File: config.mk
export PLATFORM = sky130hd
export DESIGN_NAME = io_bus_ctrl
export DESIGN_NICKNAME = d
export VERILOG_FILES = /design/src/rtl/raisin64_io_pkg.sv /design/src/rtl/io_watchdog.sv /design/src/rtl/io_bus_ctrl.sv
export SDC_FILE = /design/constraint.sdc
export NUM_CORES = 1
export LEC_CHECK = 0
export BUFFER_PORTS_ARGS = -buffer_cell sky130_fd_sc_hd__buf_2
export CAP_MARGIN = 30
export CORE_AREA = 2 2 187 189
export DETAILED_ROUTE_END_ITERATION = 8
export DIE_AREA = 0 0 189 191
export PLACE_DENSITY = 0.5
export SETUP_SLACK_MARGIN = 0.02
export SYNTH_ARGS = -nofsm -noshare
export SYNTH_HDL_FRONTEND = slang
export SYNTH_SLANG_ARGS = --single-unit
File: constraint.sdc
create_clock -name clk -period 2.3 [get_ports clk]
set_clock_uncertainty 0.1 [all_clocks]
set_input_delay 0.575 -clock clk [delete_from_list [all_inputs] [get_ports clk]]
set_output_delay 0.575 -clock clk [all_outputs]
set_load 0.01 [all_outputs]
File: src/rtl/raisin64_io_pkg.sv
// Shared constants for the raisin64 I/O region: device pages, device indices,
// bus-controller states and the page decoder.
package raisin64_io_pkg;

  localparam logic [32:0] IO_LED_PAGE = 33'h100000001;
  localparam logic [32:0] IO_SW_PAGE  = 33'h100000002;
  localparam logic [32:0] IO_VGA_PAGE = 33'h100000003;

  localparam int DEV_LED = 0;
  localparam int DEV_SW  = 1;
  localparam int DEV_VGA = 2;

  typedef enum logic [1:0] {
    IDLE   = 2'd0,
    ACCESS = 2'd1,
    RESP   = 2'd2
  } io_state_e;

  // Bit 46 of the page is the io flag, so low-half addresses never match a page.
  function automatic logic [2:0] io_decode(input logic [32:0] page);
    logic [2:0] sel;
    sel = 3'b000;
    if (page == IO_LED_PAGE) sel[DEV_LED] = 1'b1;
    else if (page == IO_SW_PAGE) sel[DEV_SW] = 1'b1;
    else if (page == IO_VGA_PAGE) sel[DEV_VGA] = 1'b1;
    return sel;
  endfunction

endpackage

File: src/rtl/io_watchdog.sv
// Access timeout counter: cleared outside ACCESS, counts unacknowledged ACCESS
// cycles and flags expiry on the last allowed cycle. Used only with IO_TIMEOUT_EN.
module io_watchdog #(
  parameter int TIMEOUT = 255
) (
  input  logic clk,
  input  logic rst_n,
  input  logic clear,
  input  logic enable,
  output logic expire
);

  localparam logic [7:0] LIMIT = 8'(TIMEOUT - 1);

  logic [7:0] count;

  always_ff @(posedge clk or negedge rst_n) begin
    if (!rst_n) begin
      count <= 8'd0;
    end else if (clear) begin
      count <= 8'd0;
    end else if (enable) begin
      count <= count + 8'd1;
    end
  end

  assign expire = enable && (count == LIMIT);

endmodule

File: src/rtl/io_bus_ctrl.sv
// I/O bus controller: decodes CPU accesses to the I/O half of the map and runs one
// strobe/ack transaction at a time. Define IO_TIMEOUT_EN to add the access watchdog.
module io_bus_ctrl
  import raisin64_io_pkg::*;
#(
  parameter int DATA_W  = 64,
  parameter int TIMEOUT = 255
) (
  input  logic              clk,
  input  logic              rst_n,
  input  logic              cpu_req,
  input  logic              cpu_we,
  input  logic [63:0]       cpu_addr,
  input  logic [DATA_W-1:0] cpu_wdata,
  output logic              cpu_ready,
  output logic              cpu_ack,
  output logic [DATA_W-1:0] cpu_rdata,
  output logic              cpu_err,
  output logic              dev_stb,
  output logic [2:0]        dev_sel,
  output logic              dev_we,
  output logic [13:0]       dev_addr,
  output logic [DATA_W-1:0] dev_wdata,
  input  logic [2:0]        dev_ack,
  input  logic [DATA_W-1:0] led_rdata,
  input  logic [DATA_W-1:0] sw_rdata,
  input  logic [DATA_W-1:0] vga_rdata
);

  io_state_e         state;
  logic [2:0]        sel_q;
  logic [2:0]        req_sel;
  logic              sel_ack;
  logic              expire;
  logic [DATA_W-1:0] rdata_mux;
  logic              unused_addr_hi;

  // Upper address bits are only sign extension of bit 46.
  assign unused_addr_hi = ^cpu_addr[63:47];

  assign req_sel = io_decode(cpu_addr[46:14]);
  assign sel_ack = |(dev_ack & sel_q);

`ifdef IO_TIMEOUT_EN
  io_watchdog #(
    .TIMEOUT(TIMEOUT)
  ) u_watchdog (
    .clk   (clk),
    .rst_n (rst_n),
    .clear (state != ACCESS),
    .enable(state == ACCESS && !sel_ack),
    .expire(expire)
  );
`else
  // Without the watchdog an access never expires; TIMEOUT has no effect.
  assign expire = (TIMEOUT < 0);
`endif

  always_comb begin
    rdata_mux = '0;
    if (sel_q[DEV_LED]) rdata_mux = led_rdata;
    else if (sel_q[DEV_SW]) rdata_mux = sw_rdata;
    else if (sel_q[DEV_VGA]) rdata_mux = vga_rdata;
  end

  always_ff @(posedge clk or negedge rst_n) begin
    if (!rst_n) begin
      state     <= IDLE;
      sel_q     <= 3'b000;
      dev_we    <= 1'b0;
      dev_addr  <= 14'd0;
      dev_wdata <= '0;
      cpu_rdata <= '0;
      cpu_err   <= 1'b0;
    end else begin
      case (state)
        IDLE: begin
          if (cpu_req) begin
            dev_we    <= cpu_we;
            dev_addr  <= cpu_addr[13:0];
            dev_wdata <= cpu_wdata;
            sel_q     <= req_sel;
            if (|req_sel) begin
              state <= ACCESS;
            end else begin
              cpu_rdata <= '0;
              cpu_err   <= 1'b1;
              state     <= RESP;
            end
          end
        end
        ACCESS: begin
          // A device ack takes priority over a simultaneous watchdog expiry.
          if (sel_ack) begin
            cpu_rdata <= dev_we ? '0 : rdata_mux;
            cpu_err   <= 1'b0;
            state     <= RESP;
          end else if (expire) begin
            cpu_rdata <= '0;
            cpu_err   <= 1'b1;
            state     <= RESP;
          end
        end
        RESP:    state <= IDLE;
        default: state <= IDLE;
      endcase
    end
  end

  assign cpu_ready = (state == IDLE);
  assign cpu_ack   = (state == RESP);
  assign dev_stb   = (state == ACCESS);
  assign dev_sel   = (state == ACCESS) ? sel_q : 3'b000;

endmodule

# After elaboration in Yosys (flattened, before gate mapping)
# Index checks and enable logic that the tools add are counted.
word_totals:
  reg_bits: 149
  latchBits: 0
  mem_bits_rw: 0
  romBits: 0
  inputBits: 327
  out_inout_bits: 150
  elab_cells: 45
  mem_count: 0
op_classes:
  addsub: 0
  mul: 0
  n_div: 0
  n_lt_le_gt_ge: 0
  n_eq_ne: 8
  shifts: 0
  n_mux: 22
  bitwise_logic: 1
  reduce_logical: 7
ops:
  columns: ["op", "n"]
  rows:
  - ["64-bit 2-to-1 mux", 7]
  - ["64-bit one-hot mux with 2 select lines", 1]
  - ["33-bit == test (second input constant)", 3]
  - ["2-bit 2-to-1 mux", 4]
  - ["1-bit 2-to-1 mux", 7]
  - ["3-bit OR reduction", 2]
  - ["2-bit != test (second input constant)", 2]
  - ["2-bit one-hot mux with 2 select lines", 1]
  - ["2-bit AND reduction", 2]
  - ["4-bit AND reduction", 1]
  - ["3-bit AND", 1]
  - ["3-bit 2-to-1 mux", 1]
  - ["2-bit by 1-bit == test with 1-bit output (second input constant)", 1]
  - ["2-bit == test (second input constant)", 1]
  - ["2-bit zero test", 1]
  - ["2-bit by 1-bit != test with 1-bit output (second input constant)", 1]
  - ["1-bit one-hot mux with 2 select lines", 1]
  - ["2-bit nonzero test", 1]

# Depth between registers and ports, before layout
depth:
  ltp_word: 8
  ltp_mapped: 7
  ltp_nobuf: 4

# Least setup slack after synthesis
# Ideal clock, no wire load.
synth_timing:
  path_type: "input to register"
  startpoint: "in dev_ack[0]"
  endpoint: "reg cpu_rdata[62]"
  setup_ns: 0.132
  arrival_time_ns: 1.705
  t_required_ns: 2.068
  setup_slack_ns: 0.363
  stages: 6
  n_path_buf: 2
  path_cell_list: "a222oi_1 -> nor3b_1 -> buf_4 -> buf_6 -> a32oi_1 -> o21ai_1"
synth_via:
  elab_chain_len: 4
synth_rtl:
  columns: ["element", "line", "source"]
  rows:
  - ["start, declared", "io_bus_ctrl.sv:24", "input logic [2:0] dev_ack,"]
  - ["3-bit AND", "io_bus_ctrl.sv:42", "assign sel_ack = |(dev_ack & sel_q);"]
  - ["3-bit OR reduction", "io_bus_ctrl.sv:42", null]
  - ["2-bit by 1-bit != test with 1-bit output (no source line)", null, null]
  - ["4-bit AND reduction (no source line)", null, null]
  - ["end signal, assigned", "io_bus_ctrl.sv:95", "cpu_rdata <= dev_we ? '0 : rdata_mux;"]
  - ["end, declared", "io_bus_ctrl.sv:17", "output logic [DATA_W-1:0] cpu_rdata,"]
# No other way between the ends.
# A chain may end at the register's enable or synchronous reset.

# Worst setup path in the final report
layout_timing:
  startpoint: "reg state[1]"
  endpoint: "out dev_sel[2]"
layout_via:
  elab_chain_len: 2
layout_rtl:
  columns: ["element", "line", "source"]
  rows:
  - ["start, declared", "io_bus_ctrl.sv:30", "io_state_e state;"]
  - ["start signal, assigned", "io_bus_ctrl.sv:68", "state <= IDLE;"]
  - ["start signal, assigned", "io_bus_ctrl.sv:84", "state <= ACCESS;"]
  - ["start signal, assigned", "io_bus_ctrl.sv:88", "state <= RESP;"]
  - ["2-bit by 1-bit == test with 1-bit output", "io_bus_ctrl.sv:113", "assign dev_sel = (state == ACCESS) ? sel_q : 3'b000;"]
  - ["3-bit 2-to-1 mux", "io_bus_ctrl.sv:113", null]
  - ["end, declared", "io_bus_ctrl.sv:20", "output logic [2:0] dev_sel,"]
# No other way between the ends.

==> results.json <==
{
  "worst_pin_slew_ns": 0.519,
  "ys_seq_area_frac": 0.485,
  "num_antenna_cells": 0,
  "yosys_warnings": 0,
  "dr.pass1.iters": 6,
  "core.rowCount": 68,
  "crit_path_start_kind": "flip-flop",
  "drtIter0Drc": 371,
  "worst-endpoint-required_ns": 1.62,
  "power_mw": 6.74,
  "grt_pass1_vias": 7917,
  "fin_crit_sh": 0.950,
  "min_path_cells": 3,
  "finalMaxSlewViolations": 0,
  "ioPinCount": 477,
  "hold-worst-slack_ns": 0.232,
  "final_nets": 1583,
  "finalNonFillerCells": 1724,
  "drc_errors": 0,
  "vias_per_cell": 4.67,
  "critPathMaxFanout": 5,
  "synthToLayoutAreaGrowth_pct": 45.0,
  "gp_congestion": 0.818,
  "numCtsBuffers": 17,
  "drive_above_1_share": 0.419,
  "final_cell_mix": "458 x buf_2, 242 x nand2_1, 145 x dfrtp_1",
  "coreArea_mm2": 0.0341,
  "synthesis.area_mm2": 0.00769,
  "rsz0062_at_grt": "false",
  "p_per_area_mw_per_mm2": 605,
  "hpwl_um": 22000,
  "grt_pass1_wl_um": 46200,
  "fmax_ghz": 0.458,
  "critPathKind": "reg -> out",
  "setup.worst_path.end_class": "primary output",
  "vias": 8050,
  "finalCriticalPeriod_ns": 2.19,
  "netlist_instances": 832,
  "hold_viol": 0,
  "synth_nets": 1159,
  "initial_core_util": 0.225,
  "antenna_found_initial": 4,
  "yosysUniqueCellTypes": 34,
  "maxCapViolations": 0,
  "fillers": 3614,
  "rr_endpoint": "cpu_rdata[57]$_DFFE_PN0P_",
  "clock_sinks": 149,
  "synth_edf_count": 0,
  "crit_arrival_ns": 1.51,
  "htree_levels": 4,
  "insertion_delay_ns": 0.43,
  "cts_tree": "yes",
  "vdd_drop_max_mv": 0.495,
  "min_to": "dev_wdata[40]$_DFFE_PN0P_",
  "grt_max_degree": 94,
  "slew_headroom": 0.651,
  "hp-class": "in -> reg",
  "synthFlopType": "dfrtp_1",
  "drt_wl_total_um": 31200,
  "dieHeight_um": 191,
  "wl_per_cell_um": 18.1,
  "gr-total-overflow": 0,
  "ant_nets": 0,
  "max-clock-path-buffers": 2,
  "dp_slack_ns": 0.0865,
  "ctsRootBufferMaster": "clkbuf_16",
  "synth-async-reset-ratio": 1.00,
  "die_area_mm2": 0.0361,
  "port_buffers": 459,
  "path_clk_slew_ns": 0.07,
  "rrSetupSlack_ns": 0.27,
  "setup_violations": 0,
  "die_w_um": 189,
  "tns_ns": 0,
  "synth-seq-cells": 149,
  "worstReg2RegStart": "sel_q[1]$_DFFE_PN0P_",
  "avgSynthCellArea_um2": 9.24,
  "fin_ws_ns": 0.115,
  "leakagePower_nw": 5.53,
  "placedCellCount": 1688,
  "reg2regPathDepth": 7,
  "grt_use_total": 0.164,
  "layout.cells.most_common": "buf_2",
  "min_from": "cpu_wdata[40]",
  "outcome": "complete, no violations"
}
## cells by family after synthesis
kind of cell	Yosys count	synth area share
buffers and inverters	84	0.0540
AOI/OAI and AO/OA	202	0.207
DFF	149	0.485
and+or+nand+nor	397	0.254
## through the flow
| stage | area (um^2) | util |
|---|---|---|
| 3_5_place_dp | 10500 | 0.308 |
| 3_3_place_gp | 10500 | 0.308 |
| 6_report | 11200 | 0.327 |
| 2_1_floorplan | 7690 | - |
| 4_1_cts | 11100 | 0.326 |
| 5_1_grt | 11200 | 0.327 |
## worst max-delay path: stages (launching register included)
cell and delay [ns]:
dfrtp_2 0.45, nor2b_4 0.15, buf_4 0.18, and2_1 0.15, buf_2 0.15
## report_power, final
part / internal [mW] / switching [mW] / leakage [nW]
clock network: 1.54 / 1.32 / 0.283
registers: 2.80 / 0.0983 / 1.94
logic: 0.441 / 0.536 / 3.31
total: 4.78 / 1.96 / 5.53
## worst max-delay path by stage
stage / from / endpoint / cells past startpoint
after floorplan: dev_ack[0] / cpu_rdata[62]$_DFFE_PN0P_ / 6
after global placement: cpu_addr[22] / cpu_rdata[20]$_DFFE_PN0P_ / 6
after detailed placement: cpu_addr[22] / cpu_rdata[30]$_DFFE_PN0P_ / 6
after CTS: state[1]$_DFFE_PN0P_ / dev_sel[2] / 4
after global routing: state[1]$_DFFE_PN0P_ / dev_sel[2] / 4
final: state[1]$_DFFE_PN0P_ / dev_sel[2] / 4
## registers in the layout (all words and copies together) (netlist names)
| register | cells |
|---|---|
| state | 2 |
| dev_addr | 14 |
| cpu_rdata | 64 |
| dev_wdata | 64 |
| dev_we | 1 |
| cpu_err | 1 |
| sel_q | 3 |
## what timing repair did
action	4_1_cts	5_1_grt
setup buffers	2	0
resized for setup	1	3
endpoints found under the hold margin	6	0
endpoints found under the setup margin	3	3
cloned	0	1
hold buffers	1	0
## cells in the mapped netlist, drive strengths merged, types with 4 or more instances
cell type / instances / area (um^2)
nand3b: 64 / 480
nand2b: 65 / 407
o21ai: 67 / 335
clkbuf: 67 / 253
dfrtp: 149 / 3730
nor4: 6 / 37.5
a32oi: 64 / 561
a221o: 63 / 631
and2: 4 / 25.0
nand2: 244 / 916
buf: 16 / 159
## layer usage
metal	global-route usage	vias to the layer above	part of all wire	wire length [um]
met4	0.0421	8	0.013	409
li1	-	3842	-	-
met1	0.203	3812	0.42	13100
met3	0.0564	31	0.088	2740
met5	0	-	0.0015	48
met2	0.274	357	0.48	14800
## layout make-up
class	instances	area (um^2)	area share
Tap cell	455	569	0.0510
Clock inverter	15	156	0.0140
Multi-Input combinational cell	599	3570	0.321
Sequential cell	149	3740	0.335
Clock buffer	17	425	0.0381
Inverter	1	3.75	0.000337
Timing Repair Buffer	488	2690	0.241
Note: power is estimated with default switching activity, not from simulation.
